`config.mk`:
```
export PLATFORM = sky130hd
export DESIGN_NAME = tt_um_spike_rate_decoder
export DESIGN_NICKNAME = d
export VERILOG_FILES = /design/src/rtl/tt_um_spike_rate_decoder.sv
export SDC_FILE = /design/constraint.sdc
export NUM_CORES = 1
export LEC_CHECK = 0
export ABC_AREA = 1
export BUFFER_PORTS_ARGS = -buffer_cell sky130_fd_sc_hd__buf_2
export CAP_MARGIN = 10
export CORE_MARGIN = 4
export CORE_UTILIZATION = 35
export CTS_BUF_LIST = sky130_fd_sc_hd__clkbuf_2 sky130_fd_sc_hd__clkbuf_4 sky130_fd_sc_hd__clkbuf_8
export CTS_CLUSTER_DIAMETER = 40
export DETAILED_ROUTE_END_ITERATION = 8
export PLACE_DENSITY = 0.55
export SLEW_MARGIN = 5
export SYNTH_ARGS = -nofsm -noshare
export SYNTH_HDL_FRONTEND = slang
export SYNTH_SLANG_ARGS = --single-unit
```
`constraint.sdc`:
```
create_clock -name clk -period 1.2 [get_ports clk]
set_input_delay 0 -clock clk [delete_from_list [all_inputs] [get_ports clk]]
set_output_delay 0 -clock clk [all_outputs]
set_load 0.02 [all_outputs]
```
`src/rtl/tt_um_spike_rate_decoder.sv`:
```
// Spike train receiver: decodes a 1-bit spike stream into a spike count
// per fixed window (rate code) and an inter-spike interval (temporal code).
// Arms on the first spike after IDLE; window boundaries are phase-locked to it.
//
// state | meaning
// IDLE  | waiting for the first spike; no window or interval is being timed
// RUN   | windows and intervals running; left only via clear or reset
`timescale 1ns/1ps
module tt_um_spike_rate_decoder #(
  parameter int WINDOW = 16
) (
  input  logic       clk,
  input  logic       rst_n,
  input  logic       ena,
  input  logic [7:0] ui_in,
  output logic [7:0] uo_out,
  input  logic [7:0] uio_in,
  output logic [7:0] uio_out,
  output logic [7:0] uio_oe
);

  typedef enum logic {IDLE = 1'b0, RUN = 1'b1} state_t;

  // Window counter value on the closing cycle of each window.
  localparam logic [7:0] WIN_LAST = 8'(WINDOW - 1);

  logic spike_in, clear, sel;
  assign spike_in = ui_in[0];
  assign clear    = ui_in[1];
  assign sel      = ui_in[2];

  state_t     state_q, state_d;
  logic [7:0] win_cnt_q, win_cnt_d;
  logic [7:0] spk_cnt_q, spk_cnt_d;
  logic [7:0] isi_cnt_q, isi_cnt_d;
  logic [7:0] rate_q, rate_d;
  logic [7:0] isi_q, isi_d;
  logic       valid_q, valid_d;
  logic       ovf_q, ovf_d;

  // One extra bit on each sum exposes the carry used for saturation and overflow.
  logic [8:0] spk_sum, isi_sum;
  assign spk_sum = {1'b0, spk_cnt_q} + {8'b0, spike_in};
  assign isi_sum = {1'b0, isi_cnt_q} + 9'd1;

  function automatic logic [7:0] sat8(input logic [8:0] v);
    return v[8] ? 8'hFF : v[7:0];
  endfunction

  // Next-state: FSM transitions plus the parallel window and interval decodes.
  always_comb begin
    state_d   = state_q;
    win_cnt_d = win_cnt_q;
    spk_cnt_d = spk_cnt_q;
    isi_cnt_d = isi_cnt_q;
    rate_d    = rate_q;
    isi_d     = isi_q;
    valid_d   = 1'b0;
    ovf_d     = ovf_q;
    if (clear) begin
      state_d   = IDLE;
      win_cnt_d = 8'd0;
      spk_cnt_d = 8'd0;
      isi_cnt_d = 8'd0;
      rate_d    = 8'd0;
      isi_d     = 8'd0;
      ovf_d     = 1'b0;
    end else begin
      case (state_q)
        IDLE: begin
          if (spike_in) begin
            // The arming spike occupies cycle 0 of the first window.
            state_d   = RUN;
            win_cnt_d = 8'd1;
            spk_cnt_d = 8'd1;
            isi_cnt_d = 8'd1;
          end
        end
        RUN: begin
          if (win_cnt_q == WIN_LAST) begin
            rate_d    = sat8(spk_sum);
            valid_d   = 1'b1;
            win_cnt_d = 8'd0;
            spk_cnt_d = 8'd0;
          end else begin
            win_cnt_d = win_cnt_q + 8'd1;
            spk_cnt_d = sat8(spk_sum);
          end
          if (spk_sum[8]) ovf_d = 1'b1;
          if (spike_in) begin
            isi_d     = isi_cnt_q;
            isi_cnt_d = 8'd1;
          end else begin
            isi_cnt_d = sat8(isi_sum);
            if (isi_sum[8]) ovf_d = 1'b1;
          end
        end
        default: state_d = IDLE;
      endcase
    end
  end

  // State register; ena low freezes everything except the valid strobe.
  always_ff @(posedge clk or negedge rst_n) begin
    if (!rst_n) begin
      state_q   <= IDLE;
      win_cnt_q <= 8'd0;
      spk_cnt_q <= 8'd0;
      isi_cnt_q <= 8'd0;
      rate_q    <= 8'd0;
      isi_q     <= 8'd0;
      valid_q   <= 1'b0;
      ovf_q     <= 1'b0;
    end else if (ena) begin
      state_q   <= state_d;
      win_cnt_q <= win_cnt_d;
      spk_cnt_q <= spk_cnt_d;
      isi_cnt_q <= isi_cnt_d;
      rate_q    <= rate_d;
      isi_q     <= isi_d;
      valid_q   <= valid_d;
      ovf_q     <= ovf_d;
    end else begin
      valid_q   <= 1'b0;
    end
  end

  assign uo_out  = sel ? isi_q : rate_q;
  assign uio_out = {5'b0, ovf_q, (state_q == RUN), valid_q};
  assign uio_oe  = 8'h07;

  logic unused_inputs;
  assign unused_inputs = &{1'b0, ui_in[7:3], uio_in};

endmodule

```
==> results.md, run 1 <==
Worst setup path:
- Tracing the worst setup path back leads to its startpoint at spk_cnt_q[0].
- Traced cell by cell, the critical path runs through ha_4 > ha_4 > nand2_4 > nor2_4 > nand2_4 > nand2_2 > nand3b_1 > nand3_1.
- The signal arrival time at the worst endpoint is 1.52 ns.
- The required time of the critical path is 1.38 ns.
- The worst setup path is captured at a flop.
- The critical path is of the reg -> reg type.
- STA classifies the critical path startpoint as a flop.
- The launch point of the worst reg-to-reg path is spk_cnt_q[0].
- Among all stages on the critical path, the largest delay is contributed by sky130_fd_sc_hd__dfrtp_1.
- The delay of the slowest critical-path stage is 0.42 ns.
- In this run the worst path has a maximum fanout of 6.

STA:
- In the final timing run, aggregate negative setup slack is -2.057 ns.
- Across all hold checks on the routed design, the worst slack comes to 0.08959 ns.
- The smallest clock period supported by the final layout is computed as 1.339 ns.
- The worst-case clock skew is 0.009087 ns.
- The highest clock frequency the design can meet is 747.0 MHz.
- Setup repair after global routing could not meet its margin everywhere.
- The final setup slack of the worst path is -0.1386 ns.
- The final max-slew violation count is 0.
- Setup violations remaining at the end of the flow were counted as 28.
- The final-report hold violation count was 0.
- The worst path uses 111.6% of the clock period.

Floorplan:
- The core outline area is 6495 sq um.
- From bottom edge to top edge, the die measures 90.63 um.
- The placement row count is 29.
- The initial core utilization is 36.79%.
- The number of top-level pins is 43.
- The die is 90.63 um wide.
- The die covers 8214 sq um.

Clock network:
- TritonCTS built the clock tree.
- Clock latency on the worst-skew pair, taken at its later pin, is 0.29 ns.
- The tree is rooted in a sky130_fd_sc_hd__clkbuf_8.
- After clock tree synthesis, the clock-pin slew on the worst setup and hold paths is 0.08 ns.
- The CTS buffer count is 5.
- The sink count of the clock tree is 43.
- The clock passes through at most 2 buffers.
- The H-tree depth is 2.

Drt:
- For this block, the initial DRC count from the detailed router was 89.
- Detailed routing inserted a total of 2235 vias.
- The per-cell routed wire length is 13.38 um.
- The detail-routed via count per cell is 4.806.
- The first detailed-routing pass took 4 iterations.
- The count of unresolved DRC violations after routing is 0.
- The aggregate routed wire length is 6224 um.
- The count of nets left with antenna violations once routing finished came out at 0.

Hold path:
- The path class of the lowest-slack min-delay path is in -> reg.
- The startpoint identified for the worst hold timing path is ui_in[1].

Cells and area:
- The post-route netlist has 36.60% of its cells at a drive strength greater than 1.
- The area taken by flip-flops and latches is 1076 sq um.
- The total area of multi-input combinational cells is 1429 sq um.
- The number of antenna repair diodes is 0.
- The top cell types in the final layout, fill and taps aside, are sky130_fd_sc_hd__nand2_1 (89), sky130_fd_sc_hd__dfrtp_1 (43), sky130_fd_sc_hd__inv_1 (38), sky130_fd_sc_hd__buf_4 (35), sky130_fd_sc_hd__nor2_1 (22).
- The relative area change from synthesis to final layout is 40.63%.
- The number of fill cells in the layout is 623.
- The most common library cell in the layout ignoring fill and taps is sky130_fd_sc_hd__nand2_1.
- For this run, the post-layout net count is 410.

Power:
- The leakage component of the power is 1.728 nW.
- Dividing total power by cell area gives a power density of 905.0 nW/um^2.
- The maximum vdd ir drop is 0.4720 mV.

Yosys:
- The async set-or-reset flop fraction in the synthesized netlist is 100.0%.
- The synthesized netlist contains 24 unique library cells.
- The post-synthesis area per instance is 7.264 sq um.
- The prevailing post-synth register cell is sky130_fd_sc_hd__dfrtp_1.
- The netlist area before placement is 2390 sq um.
- The post-synthesis sequential element count is 43.
- In the synthesized netlist, the number of instances is 329.
- Sequential cells were found to cover 45.03% of the synthesized design area.
- The synthesized design contains 0 enable-type register cells.
- The number of warnings printed during yosys synthesis is 0.

GRT:
- The first global-routing pass estimated 10540 um of wire.
- Entering global routing, the biggest net connects 44 pins.
- The number of global-route vias before repair is 2248.
- The number of antenna violations at the first check in global routing came to 0.
- Global routing used 15.55% of the available tracks.
- The sum of overflow across all layers after global routing is 0.

Flow run:
- Across the run, the number of max-cap violations was 0.

Placement:
- Detailed placement finished with a half-perimeter wire length of 4256 um.
- The number of buffer cells added on primary ports is 16.
- The final weighted congestion in routability-driven placement is 0.8657.

Status:
- The final reports fail on negative setup slack.
- The flow ran to the end, but the final reports show violations.
-- sequential cells by signal, indices dropped and copies added (netlist names) --
| name | count |
|---|---|
| isi_cnt_q | 8 |
| isi_q | 8 |
| rate_q | 8 |
| spk_cnt_q | 8 |
| win_cnt_q | 8 |
| ovf_q | 1 |
| state_q | 1 |
| valid_q | 1 |
-- final cells by class --
class / instances / share of cell area [%]
multi-input cells: 232 / 42.52
flip-flops and latches: 43 / 32.02
repair buffers: 60 / 14.48
inverters: 45 / 5.622
well taps: 77 / 2.867
clock buffers: 5 / 2.048
clock inverters: 3 / 0.4468
-- cells in the mapped netlist, drive strengths merged, types with 3 or more instances --
| cell | n | area, sq um |
|---|---|---|
| clkbuf | 3 | 11.26 |
| nand2 | 110 | 412.9 |
| a21oi | 11 | 55.05 |
| nand3 | 25 | 130.1 |
| inv | 45 | 168.9 |
| buf | 17 | 125.1 |
| ha | 4 | 50.05 |
| o22ai | 8 | 50.05 |
| dfrtp | 43 | 1076 |
| nor2 | 33 | 126.4 |
| o21ai | 18 | 90.08 |
-- kinds of logic (layout without fill, tap and decap cells) --
logic type      Yosys count  in the layout  synth area share, %
compound gates           39             39                8.795
xor+xnor                  2              2               0.7331
fa+ha+maj                 4              4                2.094
buf+inv                  65            113                12.77
flops                    43             43                45.03
other cells               2             13               0.3143
simple gates            174            174                30.26
-- power breakdown --
group	switching, mW	internal (mW)	total, mW
clock network	0.502	0.399	0.901
logic	0.371	0.251	0.622
registers	0.0358	1.48	1.52
total	0.908	2.13	3.04
-- path summary, 6_finish.rpt --
kind	endpoint	slack (ns)	cells after the start
min in group asynchronous	isi_q[7]	0.21	3
setup / recovery	spk_cnt_q[0]	-0.14	8
setup reg to reg	spk_cnt_q[0]	-0.14	8
max in group asynchronous	win_cnt_q[0]	0.78	3
hold reg to reg	rate_q[0]	0.48	2
hold / removal	isi_cnt_q[0]	0.09	4
-- stage by stage --
step / instances / util, % / power, mW / setup slack [ns] / cell area, sq um
global placement: 444 / 43.07 / 1.981 / -0.1533 / 2798
floorplan: 340 / - / 1.835 / -0.03196 / 2500
global route: 465 / 51.74 / 3.233 / -0.2250 / 3361
finish: 465 / 51.74 / 3.041 / -0.1386 / 3361
CTS: 458 / 46.73 / 2.963 / -0.1242 / 3035
detailed placement: 444 / 43.07 / 1.985 / -0.1582 / 2798
-- what timing repair did --
item | in CTS | in global routing
hold endpoints to repair | 43 | 0
pin swaps | 17 | 15
hold buffers | 1 | 0
cloned | 0 | 1
setup buffers | 5 | 10
setup endpoints to repair | 31 | 42
gates resized for setup | 28 | 70
-- per-layer routing --
| metal | up-vias | GRT usage (%) | part of all wire [%] |
|---|---|---|---|
| met5 | - | 0 | 0 |
| met4 | 0 | 4.209 | 0.56 |
| met3 | 4 | 3.000 | 2.9 |
| met2 | 31 | 26.37 | 51 |
| met1 | 1082 | 20.18 | 46 |
| li1 | 1118 | - | - |
-- worst max-delay path, delay by kind of cell, from the launching register on --
family        cells  cell delay (ns)
flops             1             0.42
simple gates      6             0.46
fa+ha+maj         2             0.34
(Power assumes the default switching activity.)
==> run 2, diff against run 1 <==
Settings changed: CORE_UTILIZATION 35 to 40, GPL_TIMING_DRIVEN from default to 0, PLACE_DENSITY 0.55 to 0.62.
==> run 2 against run 1 <==
The flow still finishes with violations (negative setup slack). Sequential power about the same. First-iteration DRC count up 10%. Cell area down 6.6%. Die area down 11%. Critical path type unchanged. Critical endpoint unchanged.
==> results.md, run 2 (synthesized netlist as in run 1, its figures left out) <==
Power:
- The overall power of the completed layout is 3.008 mW (-1.1%).
- The leakage component of the power is 1.633 nW (-5.5%).
- The maximum vdd ir drop is 0.4493 mV (-4.8%).
- The power per unit of standard cell area is 958.6 nW/um^2 (+5.9%).

GRT:
- The number of global-route vias before repair was 2069 (-8.0%).
- The largest net degree at the start of global routing is 44 (unchanged).
- The overall fraction of global-route tracks in use is 15.70% (+0.15 points).
- The first-pass GRT wire length is 9266 um (-12%).
- The number of antenna violations at the first check in global routing is 0 (unchanged).
- The sum of overflow across all layers after global routing came to 0 (unchanged).

Cells and area:
- The relative area change from synthesis to final layout is 31.31%.
- The number of nets in the finished design was 400 (-2.4%).
- The fraction of final layout cells sized beyond drive strength 1 is 30.69% (-5.9 points).
- The number of fill cells in the layout is 533 (-14%).
- In the layout the commonest cells are sky130_fd_sc_hd__nand2_1 (93), sky130_fd_sc_hd__dfrtp_1 (42), sky130_fd_sc_hd__inv_1 (39), sky130_fd_sc_hd__buf_4 (27), sky130_fd_sc_hd__nor2_1 (24).
- The number of antenna repair diodes is 0 (unchanged).
- The library cell used most frequently in the layout, excluding fill and tap cells, is sky130_fd_sc_hd__nand2_1.

Status:
- The final reports fail on negative setup slack.
- The flow ran to the end, but the final reports show violations.

Drt:
- The per-cell routed wire length is 12.62 um (-5.7%).
- The count of unresolved DRC violations after routing is 0 (unchanged).
- The initial detailed-routing violation count came to 98 (+10%).
- The aggregate routed wire length is 5677 um (-8.8%).
- The total number of vias is 2166 (-3.1%).
- The remaining number of nets flagged by the antenna check after routing is 0 (unchanged).
- The detailed-routing iteration count for the pre-antenna-repair pass is 4 (unchanged).
- The detail-routed via count per cell is 4.813 (+0.14%).

Worst setup path:
- The critical path in this run is classified as reg -> reg.
- The signal arrival time at the worst endpoint is 1.52 ns (about the same).
- The required time of the critical path is 1.38 ns (about the same).
- The peak fanout along the critical path is 6 (unchanged).
- STA classifies the critical path endpoint as a flop.
- The kind of launch point of the worst setup path is a flop.

Placement:
- The final HPWL from detailed placement is 3905 um (-8.2%).
- The pre-CTS setup slack came to -0.1799 ns (-0.02163 ns).
- The final weighted congestion in routability-driven placement was 0.8579 (-0.90%).
- The number of buffer cells added on primary ports is 15 (-1).

STA:
- The worst slack on hold paths came to 0.07118 ns (-0.01841 ns).
- The worst-case clock skew is 0.006354 ns (-0.002733 ns).
- The final setup slack of the worst path is -0.1445 ns (-0.005883 ns).
- The final max-slew violation count was 0 (unchanged).
- Setup repair after global routing could not meet its margin everywhere.
- For the pin with the worst max-slew slack, the measured transition is 0.5877 ns.
- The final period utilization is 112.0% (+0.49 points).
- The highest clock frequency the design can meet is 743.8 MHz (-0.44%).
- The total of endpoints with negative setup slack in the final report came to 28 (unchanged).
- The final-report hold violation count was 0 (unchanged).
- The final critical-path required period is 1.345 ns (+0.005883 ns).
- Measured against its own limit, the worst slew margin works out to 60.82%.

Floorplan:
- The die height came to 85.30 um (-5.9%).
- The die footprint was 7275 sq um (-11%).
- The number of top-level pins is 43 (unchanged).
- The core outline area is 5642 sq um (-13%).
- The initial core utilization is 42.36% (+5.6 points).
- The placement row count was 27 (-6.9%).
- The die span in x came to 85.30 um (-5.9%).

Clock network:
- The deepest clock path buffer count is 2 (unchanged).
- The master cell of the clock root buffer is sky130_fd_sc_hd__clkbuf_8.
- The later-pin clock latency in the skew report came to 0.30 ns (about the same).
- The CTS buffer count is 5 (unchanged).
- The CTS clock-pin slew for the worst setup and hold paths was 0.09 ns (about the same).
- The H-tree depth is 2 (unchanged).
- The sink count of the clock tree is 43 (unchanged).
- The CTS tree is yes.

Hold path:
- The tightest min-delay check is of the in -> reg type.

Flow run:
- The number of max-cap violations came to 0 (unchanged).
## run 2: cell types whose count changed in the layout (fill, tap and decap cells not counted), moves of 3 or more
| cell | previous run | this run |
|---|---|---|
| sky130_fd_sc_hd__nand2_1 | 89 | 93 |
| sky130_fd_sc_hd__nand3_1 | 7 | 10 |
| sky130_fd_sc_hd__buf_4 | 35 | 27 |
| sky130_fd_sc_hd__o22ai_1 | 4 | 8 |
| sky130_fd_sc_hd__buf_12 | 5 | 1 |
| sky130_fd_sc_hd__o22ai_2 | 4 | 0 |
| sky130_fd_sc_hd__nand3_2 | 16 | 13 |
| sky130_fd_sc_hd__buf_2 | 16 | 13 |
## run 2: metal layers
| layer | wire length (um) | global-route usage (%) | up-vias |
|---|---|---|---|
| li1 | - | - | 1101 |
| met2 | 2784 | 26.34 | 44 |
| met5 | 0 | 0 | - |
| met4 | 55 | 4.173 | 0 |
| met1 | 2613 | 20.33 | 1016 |
| met3 | 224 | 3.592 | 5 |
## run 2: power by group
group,internal (mW),leakage [nW],switching [mW]
logic,0.217,1.00,0.337
registers,1.48,0.592,0.0352
clock network,0.405,0.0402,0.530
## run 2: critical path, stage by stage (launching register included)
cell                       delay (ns)
sky130_fd_sc_hd__dfrtp_1         0.39
sky130_fd_sc_hd__ha_2            0.21
sky130_fd_sc_hd__ha_4            0.17
sky130_fd_sc_hd__nand2_4         0.07
sky130_fd_sc_hd__nor2_4          0.04
sky130_fd_sc_hd__nand2_4         0.11
sky130_fd_sc_hd__nand2_2         0.06
sky130_fd_sc_hd__nand3b_1        0.08
sky130_fd_sc_hd__nand3_1         0.08
## run 2: cell type report
type,instances,area [sq um],area share (%)
clock inverters,3,20.02,0.6380
multi-input cells,232,1336,42.58
repair buffers,30,219.0,6.978
well taps,72,90.09,2.871
clock buffers,5,68.82,2.193
flip-flops and latches,43,1077,34.33
inverters,45,173.9,5.542
plain buffers,20,152.6,4.864
## run 2: per-stage QoR
step | utilization (%) | instance area, sq um | TNS (ns) | std cells
after global placement | 47.24 | 2665 | -4.819 | 427
after detailed placement | 47.24 | 2665 | -5.421 | 427
after CTS | 53.38 | 3012 | -2.358 | 447
after floorplan | - | 2500 | -0.1926 | 340
after global routing | 55.62 | 3138 | -4.548 | 450
final | 55.62 | 3138 | -2.327 | 450
## run 2: timing repair
item	4_1_cts	5_1_grt
pin swaps	27	19
hold endpoints to repair	43	0
resized for setup	44	36
endpoints found under the setup margin	42	42
hold buffers	1	0
setup buffers	11	5
## run 2: path summary, 6_finish.rpt
| path | startpoint | end | slack (ns) | depth (start not counted) |
|---|---|---|---|---|
| setup reg to reg | spk_cnt_q[0] | spk_cnt_q[0] | -0.14 | 8 |
| min in group asynchronous | rst_n | isi_q[2] | 0.26 | 2 |
| hold / removal | ui_in[1] | isi_cnt_q[0] | 0.07 | 4 |
| max in group asynchronous | rst_n | state_q | 0.51 | 2 |
| setup / recovery | spk_cnt_q[0] | spk_cnt_q[0] | -0.14 | 8 |
| hold reg to reg | rate_q[4] | rate_q[4] | 0.48 | 2 |
==> run 3, diff against run 2 <==
Settings changed: CTS_CLUSTER_SIZE from default to 10, RECOVER_POWER from default to 50.
==> run 3 against run 2 <==
Worst setup slack stayed put. Hold slack hardly changed. Highest routed layer unchanged. Clock power hardly changed. Combinational power hardly changed. Critical path depth stayed put. Die area stayed put. Sequential share of layout area hardly changed. Critical path type unchanged. The run still ends with negative setup slack left.
==> results.md, run 3 (synthesized netlist as in run 1, its figures left out) <==
GRT:
- The largest net degree at the start of global routing is 44 (unchanged).
- The number of antenna violations at the first check in global routing is 0 (unchanged).
- The first-pass GRT wire length is 9266 um (unchanged).
- The number of global-route vias before repair is 2069 (unchanged).
- The overall fraction of global-route tracks in use came to 15.70% (unchanged).
- The sum of overflow across all layers after global routing is 0 (unchanged).

STA:
- The highest clock frequency the design can meet came to 743.8 MHz (unchanged).
- The final period utilization is 112.0% (unchanged).
- The tightest slew margin relative to the limit was 36.06% (-25 points).
- The final max-slew violation count is 0 (unchanged).
- The final setup slack of the worst path is -0.1445 ns (unchanged).
- The worst slack on hold paths came to 0.07118 ns (-0.000001200 ns).
- The worst-case clock skew is 0.006354 ns (unchanged).
- The final-report hold violation count is 0 (unchanged).
- Setup repair after global routing could not meet its margin everywhere.
- The worst-margin pin slew is 0.9591 ns (+0.3714 ns).
- The total of endpoints with negative setup slack in the final report came to 28 (unchanged).
- The final critical-path required period is 1.345 ns (unchanged).

Cells and area:
- The end-of-flow core utilization is 55.58% (about the same).
- In the layout the commonest cells are sky130_fd_sc_hd__nand2_1 (93), sky130_fd_sc_hd__dfrtp_1 (42), sky130_fd_sc_hd__inv_1 (39), sky130_fd_sc_hd__buf_4 (27), sky130_fd_sc_hd__nor2_1 (24).
- The relative area change from synthesis to final layout was 31.20% (about the same).
- The number of antenna repair diodes is 0 (unchanged).
- The non-filler instance count after layout came to 450 (unchanged).
- Leaving out fill and tap cells, the most frequent cell in the layout is sky130_fd_sc_hd__nand2_1.
- The fraction of final layout cells sized beyond drive strength 1 was 30.69% (unchanged).
- The number of nets in the finished design is 400 (unchanged).

Clock network:
- The H-tree depth was 2 (unchanged).
- The deepest clock path buffer count is 2 (unchanged).
- The sink count of the clock tree is 43 (unchanged).
- The CTS buffer count came to 5 (unchanged).
- The later-pin clock latency in the skew report is 0.30 ns (about the same).
- The master cell of the clock root buffer is sky130_fd_sc_hd__clkbuf_8.
- TritonCTS built the clock tree.
- The CTS clock-pin slew for the worst setup and hold paths was 0.09 ns (about the same).

Drt:
- The total number of vias was 2169 (+0.14%).
- The remaining number of nets flagged by the antenna check after routing is 0 (unchanged).
- The initial detailed-routing violation count was 98 (unchanged).
- The count of unresolved DRC violations after routing is 0 (unchanged).
- The aggregate routed wire length came to 5673 um (about the same).
- The detailed-routing iteration count for the pre-antenna-repair pass is 4 (unchanged).
- The per-cell routed wire length is 12.61 um (about the same).
- The detail-routed via count per cell is 4.820 (+0.14%).

Worst setup path:
- The kind of launch point of the worst setup path is a flop.
- The required time of the critical path came to 1.38 ns (about the same).
- The peak fanout along the critical path is 6 (unchanged).
- The worst setup path is of the reg -> reg kind.
- The kind of cell adding the most delay to the critical path is simple AND/OR/NAND/NOR gates.
- The launch point of the worst reg-to-reg path is spk_cnt_q[0].
- The terminus of the critical flop-to-flop path is spk_cnt_q[0].
- The slack of the worst reg-to-reg path is -0.14 ns (about the same).
- The signal arrival time at the worst endpoint is 1.52 ns (about the same).
- The delay of the slowest critical-path stage came to 0.39 ns (about the same).
- The critical path starts at spk_cnt_q[0].
- The cell count of the worst reg-to-reg path was 8 (unchanged).
- The signal on the critical path passes through ha_2 > ha_4 > nand2_4 > nor2_4 > nand2_4 > nand2_2 > nand3b_1 > nand3_1.
- The critical path buffer and inverter count is 0 (unchanged).
- Counting stages on the worst path, the most repeated cell is sky130_fd_sc_hd__nand2_4.
- STA classifies the critical path endpoint as a flop.
- The slowest library cell on the worst path is sky130_fd_sc_hd__dfrtp_1.

Hold path:
- The path class of the lowest-slack min-delay path is in -> reg.
- The end of the worst hold path is isi_cnt_q[0].
- In this run the most critical hold path is launched from ui_in[1].
- The worst hold path stage count is 4 (unchanged).

Floorplan:
- The number of top-level pins is 43 (unchanged).
- The die height was 85.30 um (unchanged).
- The initial core utilization is 42.36% (unchanged).
- The die span in x is 85.30 um (unchanged).
- The placement row count came to 27 (unchanged).
- The die footprint was 7275 sq um (unchanged).
- The core outline area came to 5642 sq um (unchanged).

Power:
- The overall power of the completed layout is 3.007 mW (about the same).
- The leakage component of the power is 1.632 nW (about the same).
- The maximum vdd ir drop is 0.4493 mV (about the same).
- The power per unit of standard cell area is 959.1 nW/um^2 (about the same).

Status:
- The final reports fail on negative setup slack.
- The run finished, with violations left.

Placement:
- The pre-CTS setup slack is -0.1799 ns (unchanged).
- The placed instance count is 427 (unchanged).
- The number of buffer cells added on primary ports is 15 (unchanged).
- The final HPWL from detailed placement is 3905 um (unchanged).
- The final weighted congestion in routability-driven placement is 0.8579 (unchanged).

Flow run:
- The number of max-cap violations was 0 (unchanged).
[run 3: power breakdown]
part	total [mW]	internal (mW)	switching, mW
clock	0.936	0.405	0.530
sequential	1.52	1.48	0.0352
combinational	0.552	0.216	0.337
total	3.01	2.10	0.902
[run 3: how the worst max path moves through the flow]
stage,end,slack [ns],cells after the start
3_5_place_dp,win_cnt_q[0],-0.18,4
5_1_grt,rate_q[0],-0.20,7
4_1_cts,spk_cnt_q[0],-0.15,8
2_1_floorplan,spk_cnt_q[0],-0.03,8
6_report,spk_cnt_q[0],-0.14,8
3_3_place_gp,isi_cnt_q[4],-0.17,7
[run 3: per-stage QoR]
| stage | TNS, ns | instance area [sq um] |
|---|---|---|
| floorplan | -0.1926 | 2500 |
| global placement | -4.819 | 2665 |
| CTS | -2.358 | 3012 |
| global route | -4.600 | 3136 |
| finish | -2.331 | 3136 |
| detailed placement | -5.421 | 2665 |
[run 3: timing repair]
item,CTS,global route
endpoints found under the setup margin,42,42
hold buffers,1,0
buffers inserted,11,5
endpoints found under the hold margin,43,0
gates resized for setup,44,36
pin swaps,27,19
[run 3: per-layer routing]
| metal | share of wire [%] | vias up | track usage [%] |
|---|---|---|---|
| met5 | 0 | - | 0 |
| met4 | 0.97 | 0 | 4.173 |
| met3 | 4.0 | 5 | 3.592 |
| met2 | 49 | 46 | 26.34 |
| met1 | 46 | 1017 | 20.33 |
| li1 | - | 1101 | - |
[run 3: tightest hold or removal path: stages]
cell                      delay, ns
sky130_fd_sc_hd__buf_2         0.16
sky130_fd_sc_hd__nor2_4        0.07
sky130_fd_sc_hd__nand2_1       0.05
sky130_fd_sc_hd__o21ai_1       0.05
[run 3: cell type report]
type / count / area [sq um]
repair buffers: 30 / 216.5
plain buffers: 20 / 152.6
multi-input cells: 232 / 1336
well taps: 72 / 90.09
inverters: 45 / 173.9
clock buffers: 5 / 68.82
fillers: 534 / 2506
clock inverters: 3 / 20.02
flip-flops and latches: 43 / 1077
